===== src/rtl/mem_arb_pkg.sv =====
// Shared types for the two-port memory arbiter: FSM state encoding and requester IDs.
package mem_arb_pkg;

  typedef enum logic [1:0] {
    IDLE  = 2'd0,
    BUSY0 = 2'd1,
    BUSY1 = 2'd2
  } state_t;

  // Requester IDs, used both for the last-granted register and the mux select
  localparam logic REQ0 = 1'b0;
  localparam logic REQ1 = 1'b1;

endpackage


===== src/rtl/nmux21.sv =====
// N-bit 2:1 mux, purely combinational (0 cycles); y = s ? b : a.
// No flow control: output follows inputs every cycle.
module nmux21 #(
  parameter int N = 32
) (
  input  logic [N-1:0] a,
  input  logic [N-1:0] b,
  input  logic         s,
  output logic [N-1:0] y
);

  assign y = s ? b : a;

endmodule


===== src/rtl/mem_arb21.sv =====
// Round-robin 2:1 arbiter for one memory port; grant 1 cycle after req, ack same cycle as mem_ready.
// Backpressure: the owner holds the grant until mem_ready, with no preemption.
module mem_arb21
  import mem_arb_pkg::*;
#(
  parameter int N = 32
) (
  input  logic         clk,
  input  logic         rst_n,
  input  logic         req0,
  input  logic [N-1:0] addr0,
  input  logic [N-1:0] wdata0,
  input  logic         we0,
  input  logic         req1,
  input  logic [N-1:0] addr1,
  input  logic [N-1:0] wdata1,
  input  logic         we1,
  output logic         gnt0,
  output logic         gnt1,
  output logic         ack0,
  output logic         ack1,
  output logic [N-1:0] rdata,
  output logic         mem_req,
  output logic [N-1:0] mem_addr,
  output logic [N-1:0] mem_wdata,
  output logic         mem_we,
  input  logic         mem_ready,
  input  logic [N-1:0] mem_rdata
);

  state_t state, state_nxt;
  logic   last, last_nxt;
  logic   sel;
  logic   we_mux;

  always_ff @(posedge clk or negedge rst_n) begin
    if (!rst_n) begin
      state <= IDLE;
      last  <= REQ1;
    end else begin
      state <= state_nxt;
      last  <= last_nxt;
    end
  end

  always_comb begin
    state_nxt = state;
    last_nxt  = last;
    unique case (state)
      IDLE: begin
        if (req0 && (!req1 || last == REQ1)) begin
          state_nxt = BUSY0;
          last_nxt  = REQ0;
        end else if (req1) begin
          state_nxt = BUSY1;
          last_nxt  = REQ1;
        end
      end
      BUSY0: begin
        // Handing over to the other requester first gives strict alternation
        if (mem_ready) begin
          if (req1) begin
            state_nxt = BUSY1;
            last_nxt  = REQ1;
          end else if (!req0) begin
            state_nxt = IDLE;
          end
        end
      end
      BUSY1: begin
        if (mem_ready) begin
          if (req0) begin
            state_nxt = BUSY0;
            last_nxt  = REQ0;
          end else if (!req1) begin
            state_nxt = IDLE;
          end
        end
      end
      default: state_nxt = IDLE;
    endcase
  end

  assign gnt0    = (state == BUSY0);
  assign gnt1    = (state == BUSY1);
  assign mem_req = gnt0 | gnt1;
  assign ack0    = mem_ready & gnt0;
  assign ack1    = mem_ready & gnt1;
  assign rdata   = mem_rdata;
  assign sel     = (state == BUSY1);

  nmux21 #(.N(N)) u_addr_mux (
    .a (addr0),
    .b (addr1),
    .s (sel),
    .y (mem_addr)
  );

  nmux21 #(.N(N)) u_wdata_mux (
    .a (wdata0),
    .b (wdata1),
    .s (sel),
    .y (mem_wdata)
  );

  nmux21 #(.N(1)) u_we_mux (
    .a (we0),
    .b (we1),
    .s (sel),
    .y (we_mux)
  );

  // A stray write enable must never reach memory while the port is idle
  assign mem_we = we_mux & mem_req;

endmodule


===== config.mk =====
export PLATFORM = sky130hd
export DESIGN_NAME = mem_arb21
export DESIGN_NICKNAME = d
export VERILOG_FILES = /design/src/rtl/mem_arb_pkg.sv /design/src/rtl/nmux21.sv /design/src/rtl/mem_arb21.sv
export SDC_FILE = /design/constraint.sdc
export NUM_CORES = 1
export LEC_CHECK = 0
export ABC_CLOCK_PERIOD_IN_PS = 4100
export CAP_MARGIN = 20
export CORE_AREA = 3 3 102 104
export CTS_CLUSTER_DIAMETER = 80
export DETAILED_ROUTE_END_ITERATION = 10
export DIE_AREA = 0 0 105 107
export PLACE_DENSITY = 0.69
export SYNTH_ARGS = -nofsm -noshare
export SYNTH_HDL_FRONTEND = slang
export SYNTH_SLANG_ARGS = --single-unit

===== constraint.sdc =====
create_clock -name clk -period 4.1 [get_ports clk]
set_input_delay 0.41 -clock clk [delete_from_list [all_inputs] [get_ports clk]]
set_output_delay 0.41 -clock clk [all_outputs]
set_load 0.02 [all_outputs]

# Word level (Yosys, flattened, before mapping)
# Cells that the tools add are included.
# totals
reg_bits	3
out_inout_bits	102
wordCells	39
# op_classes
eq_ne	8
n_mux	18
n_bitwise	4
reduce_logical	7
# op_table
op	count
$mux W32	2
$mux W2	8
$ne A3 B3 Y1 const B	3
$mux W1	6
$pmux W2 S3	1
$reduce_and A5 Y1	1
$ne A2 B1 Y1 const B	2
$reduce_and A4 Y1	1
$and A1 B1 Y1	3
$pmux W1 S3	1
$reduce_bool A3 Y1	1
$eq A2 B1 Y1 const B	1
$eq A2 B2 Y1 const B	1
$logic_not A2 Y1	1
$ne A2 B2 Y1 const B	1
$logic_and A1 B1 Y1	1
$logic_not A1 Y1	1
$logic_or A1 B1 Y1	1
$or A1 B1 Y1	1

# Longest topological paths before layout
# Gate-level depths: netlist of the first run.
# depth
ltp_word	5
mapped_depth	7
ltp_nobuf	6

# Hierarchy
# A second synthesis of the first run with hierarchy kept.
# hier_totals
cells_unflattened	140
hier_area_um2	1652.8
# by_module_without_submodules
mod	instances	cells_per_inst	area_each_um2
nmux21 (u_addr_mux ...)	2	36	544.3
mem_arb21	1	67	549.3
nmux21 (u_we_mux)	1	1	15.0

# Least setup slack after synthesis of the first run
# OpenSTA, ideal clock, no wires.
# synth_timing
kind	reg2out
startpoint	reg state[0]
endpoint	out mem_addr[19]
t_arrival_ns	1.676
t_required_ns	3.690
slack_ns	2.014
path_stages_with_launch	7
path_cell_list	dfrtp_1 -> inv_1 -> ha_1 -> buf_2 -> buf_6 -> buf_4 -> mux2_1
# synth_via
elab_chain_len	2
# synth_lines
item	line	rtl
start, declared	mem_arb21.sv:31	state_t state, state_nxt;
start signal, assigned	mem_arb21.sv:41	state <= state_nxt;
$eq A2 B2 Y1	-	
named net gnt1	mem_arb21.sv:19	output logic gnt1,
$mux W32	nmux21.sv:12	assign y = s ? b : a;
end, declared	mem_arb21.sv:24	output logic [N-1:0] mem_addr,
# The timed path passes the listed nets, and every way through them passes these cells.

# Worst setup path after layout of the first run
# layout_timing
startpoint	reg state[0]
endpoint	out mem_wdata[1]
# layout_via
elab_chain_len	2
# layout_lines
item	line	rtl
$eq A2 B2 Y1	mem_arb21.sv:90	assign sel = (state == BUSY1);
$mux W32	nmux21.sv:12	
end, declared	mem_arb21.sv:25	output logic [N-1:0] mem_wdata,
# Every way passes these cells.

==> results of run 1 <==
through the flow:
stage,instances,setup WS (ps),hold slack [ps]
final,442,982,377
after global routing,442,802,377
after CTS,442,918,376
after detailed placement,438,1150,569
after global placement,438,1210,556
after floorplan,140,2010,114
final cells by class:
type                    instances  area (um2)  share of cell area
repair buffers                205        2060               0.623
inverters                       4        15.0             0.00454
clock buffers                   4        45.0              0.0136
flip-flops and latches          3        76.3              0.0231
well taps                     133         166              0.0503
multi-input cells              93         945               0.285
state kept, by name, summed over array words and instances (netlist names):
name and flops:
last 1, state 2
how the worst max path moves through the flow:
stage / end / slack, ps / depth (start not counted)
after global routing: mem_wdata[1] / 800 / 5
after detailed placement: mem_wdata[1] / 1150 / 5
final: mem_wdata[1] / 980 / 5
after global placement: mem_wdata[1] / 1210 / 5
after floorplan: mem_addr[19] / 2010 / 6
after CTS: mem_wdata[1] / 920 / 5
metal layers:
| layer | vias to the layer above | GRT usage |
|---|---|---|
| met5 | - | 0 |
| met4 | 0 | 0.0206 |
| met3 | 8 | 0.0452 |
| met2 | 130 | 0.190 |
| met1 | 730 | 0.103 |
| li1 | 797 | - |
cell families after synthesis:
kind of cell / Yosys count / share of synthesized area
mux: 68 / 0.575
buf+inv: 44 / 0.231
fa+ha+maj: 5 / 0.0472
compound gates: 9 / 0.0434
flops: 3 / 0.0576
simple gates: 11 / 0.0453
power breakdown:
group / total [uW] / switching (uW) / internal, uW
registers: 62.0 / 13.8 / 48.3
logic: 1400 / 637 / 763
clock network: 84.7 / 18.5 / 66.2
cell usage in the layout (no fill, tap or decap), types with 2 or more instances in the layout:
cell               n
clkdlybuf4s50_1  204
o21ai_0            2
ha_1               4
inv_1              4
a31oi_1            2
mux2_2            41
dfrtp_1            2
nand2b_1           2
mux2i_1            3
a21oi_1            2
nor2b_1            3
mux2_1            24
clkbuf_8           3
and2_1             2
nand2_1            3
worst reg2reg max path: cells and delay by family, from the launching register on:
kind	cells	cell delay, ps
AOI/OAI and AO/OA	1	150
muxes	1	330
DFF	1	400
buffers and inverters	2	450
adders and majority gates	1	700
==> flow_metrics.py, run 1 <==
metrics = {
    "status": {
        "status": "finished, final reports clean",
    },
    "floorplanning": {
        "die_h_um": 107,
        "num_io_pins": 269,
        "fp.dieArea_um2": 11200,
        "die_x_um": 105,
        "start_util": 0.137,
        "rows": 36,
        "core_area_um2": 9640,
    },
    "sta": {
        "relSlewSlack": 0.482,
        "post-route-min-period_ps": 3120,
        "fin_setup_tns_ps": 0,
        "finalSetupViolations": 0,
        "max_freq_ghz": 0.321,
        "hold_viol": 0,
        "finalClockSkew_ps": 0.756,
        "rsz0062_at_grt": "false",
        "slew_violations": 0,
        "period_share": 0.761,
        "worst_slew_pin_slew_ps": 777,
    },
    "critical_path": {
        "critPathLaunch": "state[0]",
        "timing.rr.start": "state[0]",
        "rr_endpoint": "state[1]",
        "startpoint_type": "register",
        "crit_fanout": 38,
        "path_cells": "inv_1, ha_2, buf_12, mux2_1, clkdlybuf4s50_1",
        "max_stage_delay_ps": 700,
        "crit_path_top_delay_cell": "ha_2",
        "r2r_cells": 5,
        "worst-path-buf-inv": 3,
        "setup.worst_path.end_class": "primary output",
        "crit_arrival_ps": 2710,
        "r2r_slack_ps": 1940,
        "critPathTopFamily": "buffers and inverters",
        "crit_type": "reg -> out",
        "cp.required_ps": 3690,
    },
    "grt": {
        "antenna_found_initial": 0,
        "grt_overflow": 0,
        "grt_pass1_vias": 1747,
        "gr-usage-all-layers": 0.101,
        "grt_max_degree": 39,
        "grt_pass1_wl_mm": 9.25,
    },
    "power": {
        "vdd_drop_max_uv": 231,
        "finalPower_uw": 1550,
        "p_leak_uw": 0.00122,
        "p_per_area_nw_per_um2": 467,
    },
    "clock_tree": {
        "cts_setup_buffers": 0,
        "cts-root-buf": "clkbuf_8",
        "cts_buffers": 3,
        "cts_num_sinks": 3,
        "clk_pin_slew_ps": 30,
        "post_cts_resized": 0,
        "cts_tree": "done",
        "max-clock-path-buffers": 2,
        "htree_levels": 1,
        "insertion_delay_ps": 210,
        "hold_buffers": 0,
    },
    "synth": {
        "synth_warnings": 0,
        "syn_area_um2": 1330,
        "synth_seq_cells": 3,
        "yosys.area.top_type": "mux2_2",
        "synth_common_cells": "mux2_2 (41), buf_4 (34), mux2_1 (24)",
        "post_synth.cell_area_avg_um2": 9.46,
        "ys_seq_area_frac": 0.0576,
        "ys.flop_type": "dfrtp_1",
        "synth.area.top_cells": "mux2_2 (35%), mux2_1 (20%), buf_4 (19%)",
        "synth.distinct_cells": 21,
        "synth_edf_count": 0,
        "synthesis.nets": 312,
        "synth_top_area_share": 0.348,
        "yosysMostFrequentCell": "mux2_2",
        "syn_inst": 140,
        "synth-async-reset-ratio": 1.00,
    },
    "drt": {
        "ant_nets": 0,
        "wl_per_cell_um": 14.5,
        "met3_wirelength_um": 837,
        "vias": 1665,
        "routed.top_layer": "met4",
        "finalWirelength_mm": 6.41,
        "initialDrtViolationCount": 53,
        "dr_wl_met2_mm": 3.42,
        "dr.pass1.iters": 4,
        "met1_length_mm": 2.09,
        "via_per_inst": 3.77,
        "drc": 0,
    },
    "hold_path": {
        "hp-class": "in -> async",
    },
    "finish": {
        "nFillCells": 1010,
        "diodes": 0,
        "fin_nets": 482,
        "area_delta_synth_final_pct": 150,
        "final_util": 0.343,
        "stdcell_area_um2": 3310,
        "layout-drive-gt1-share": 0.155,
    },
    "placement": {
        "io_buffers": 204,
        "placed_area_um2": 3260,
        "hpwlAfterDp_mm": 5.67,
        "place.gp.congestion": 0.797,
    },
    "flow_run": {
        "cap_violations": 0,
    },
}
Note: power is estimated with default switching activity, not from simulation.
==> inputs of run 2 (changes only) <==
- ABC_CLOCK_PERIOD_IN_PS: 4100 -> 2800
- CORE_AREA: 3 3 102 104 -> 3 3 104 106
- DIE_AREA: 0 0 105 107 -> 0 0 107 109
- clock period: 4.1 -> 2.8 ns (I/O delays scaled with it)
==> run 2 against run 1 <==
  * Sequential share of layout area hardly changed
  * Routed wire length is 4.1% lower
  * Power is 48% higher
  * Worst hold slack worse by 130 ps
  * Non-clock buffer count is 1 higher
  * Critical path type unchanged
  * Largest cell class unchanged
  * Highest routed layer unchanged
==> flow_metrics.py, run 2 (synthesis gave the netlist of run 1 again) <==
metrics = {
    "status": {
        "status": "finished, final reports clean",
    },
    "finish": {
        "regMostFlops": "state",
        "finalNonFillerCells": 443,
        "final_cell_mix": "clkdlybuf4s50_1 (204), mux2_2 (41), mux2_1 (24)",
        "fin_nets": 483,
        "reg_top3": "state (2), last (1)",
        "diodes": 0,
        "area_delta_synth_final_pct": 151,
        "multi_input_comb_area_um2": 945,
        "layout-drive-gt1-share": 0.158,
        "final_common_cell": "clkdlybuf4s50_1",
        "largest_reg_flops": 2,
        "ff_latch_area_um2": 76.3,
        "nFillCells": 995,
    },
    "sta": {
        "relSlewSlack": 0.811,
        "slew_violations": 0,
        "fin_hold_ws_ps": 248,
        "finalClockSkew_ps": 0.206,
        "fin_setup_tns_ps": 0,
        "post-route-min-period_ps": 2430,
        "max_freq_ghz": 0.412,
        "finalSetupViolations": 0,
        "worst_slew_pin_slew_ps": 284,
        "rsz0062_at_grt": "false",
        "hold_viol": 0,
        "period_share": 0.867,
    },
    "critical_path": {
        "timing.rr.start": "state[0]",
        "crit_fanout": 39,
        "path_cells": "inv_1, ha_2, buf_12, mux2_1, clkdlybuf4s50_1",
        "worst-path-buf-inv": 3,
        "max_stage_delay_ps": 550,
        "cp.required_ps": 2520,
        "r2r_slack_ps": 1130,
        "setup.worst_path.end_class": "primary output",
        "startpoint_type": "register",
        "crit_arrival_ps": 2150,
        "crit_path_top_delay_cell": "clkdlybuf4s50_1",
        "critPathTopFamily": "buffers and inverters",
        "crit_type": "reg -> out",
        "rr_endpoint": "state[1]",
        "r2r_cells": 5,
    },
    "floorplanning": {
        "die_h_um": 109,
        "die_x_um": 107,
        "rows": 36,
        "start_util": 0.134,
        "core_area_um2": 9860,
        "fp.dieArea_um2": 11700,
        "num_io_pins": 269,
    },
    "power": {
        "p_int_uw": 1310,
        "p_per_area_nw_per_um2": 688,
        "switching_share": 0.429,
        "vdd_drop_max_uv": 560,
        "p_seq_frac": 0.039,
        "pwr-share-comb": 0.906,
        "p_leak_uw": 0.00123,
        "pwr-share-clk": 0.055,
        "finalPower_uw": 2290,
        "power.switching_uw": 983,
    },
    "drt": {
        "finalWirelength_mm": 6.15,
        "dr.pass1.iters": 2,
        "wl_per_cell_um": 13.9,
        "drc": 0,
        "vias": 1641,
        "via_per_inst": 3.70,
        "initialDrtViolationCount": 42,
        "ant_nets": 0,
    },
    "flow_run": {
        "cap_violations": 0,
    },
    "clock_tree": {
        "htree_levels": 1,
        "clk_pin_slew_ps": 30,
        "hold_buffers": 0,
        "cts_tree": "done",
        "cts_buffers": 3,
        "cts_setup_buffers": 0,
        "max-clock-path-buffers": 2,
        "cts_num_sinks": 3,
        "cts-root-buf": "clkbuf_8",
        "insertion_delay_ps": 210,
        "post_cts_resized": 0,
    },
    "placement": {
        "place.gp.congestion": 0.727,
        "io_buffers": 204,
        "hpwlAfterDp_mm": 5.31,
        "dp.cells": 439,
    },
    "grt": {
        "grt_pass1_wl_mm": 8.41,
        "grt_max_degree": 40,
        "gr-usage-all-layers": 0.0879,
        "grt_pass1_vias": 1740,
        "antenna_found_initial": 0,
        "grt_overflow": 0,
    },
    "hold_path": {
        "hp-class": "in -> async",
    },
}
run 2: routing by layer:
layer,up-vias,routed length (um),track usage
li1,801,-,-
met1,723,2230,0.0954
met2,105,3300,0.170
met3,12,540,0.0184
met4,0,77,0.0274
met5,-,0,0
run 2: power by group through the flow:
stage	registers, uW	clock network [uW]	logic (uW)
detailed placement	91.0	0	2100
global route	95.0	129	2200
finish	90.3	126	2080
floorplan	85.8	0	1240
CTS	90.5	130	2110
global placement	89.6	0	2080
run 2: cell type report:
cell class | instances | share of cell area
multi-input combinational | 93 | 0.284
timing repair buffer | 206 | 0.625
inverter | 4 | 0.00451
tap | 133 | 0.0500
clock buffer | 4 | 0.0135
sequential | 3 | 0.0229
run 2: worst register-to-register path: stages (launching register included):
cell	delay [ps]
dfrtp_1	380
inv_1	90
ha_2	220
buf_12	180
a211oi_2	310
mux2_1	360
run 2: worst max-delay path by stage:
stage,start,endpoint,slack (ps),depth (start not counted)
detailed placement,state[0],mem_addr[24],590,5
CTS,state[0],mem_addr[24],350,5
finish,state[0],mem_addr[21],370,5
global route,state[0],mem_addr[21],280,5
global placement,state[0],mem_addr[24],610,5
floorplan,state[0],mem_addr[19],840,6
run 2: through the flow:
step	setup WS, ps	area (um2)	utilization
after floorplan	844	1330	-
after detailed placement	587	3280	0.333
after CTS	347	3330	0.338
after global placement	605	3280	0.333
after global routing	277	3330	0.338
final	373	3330	0.338
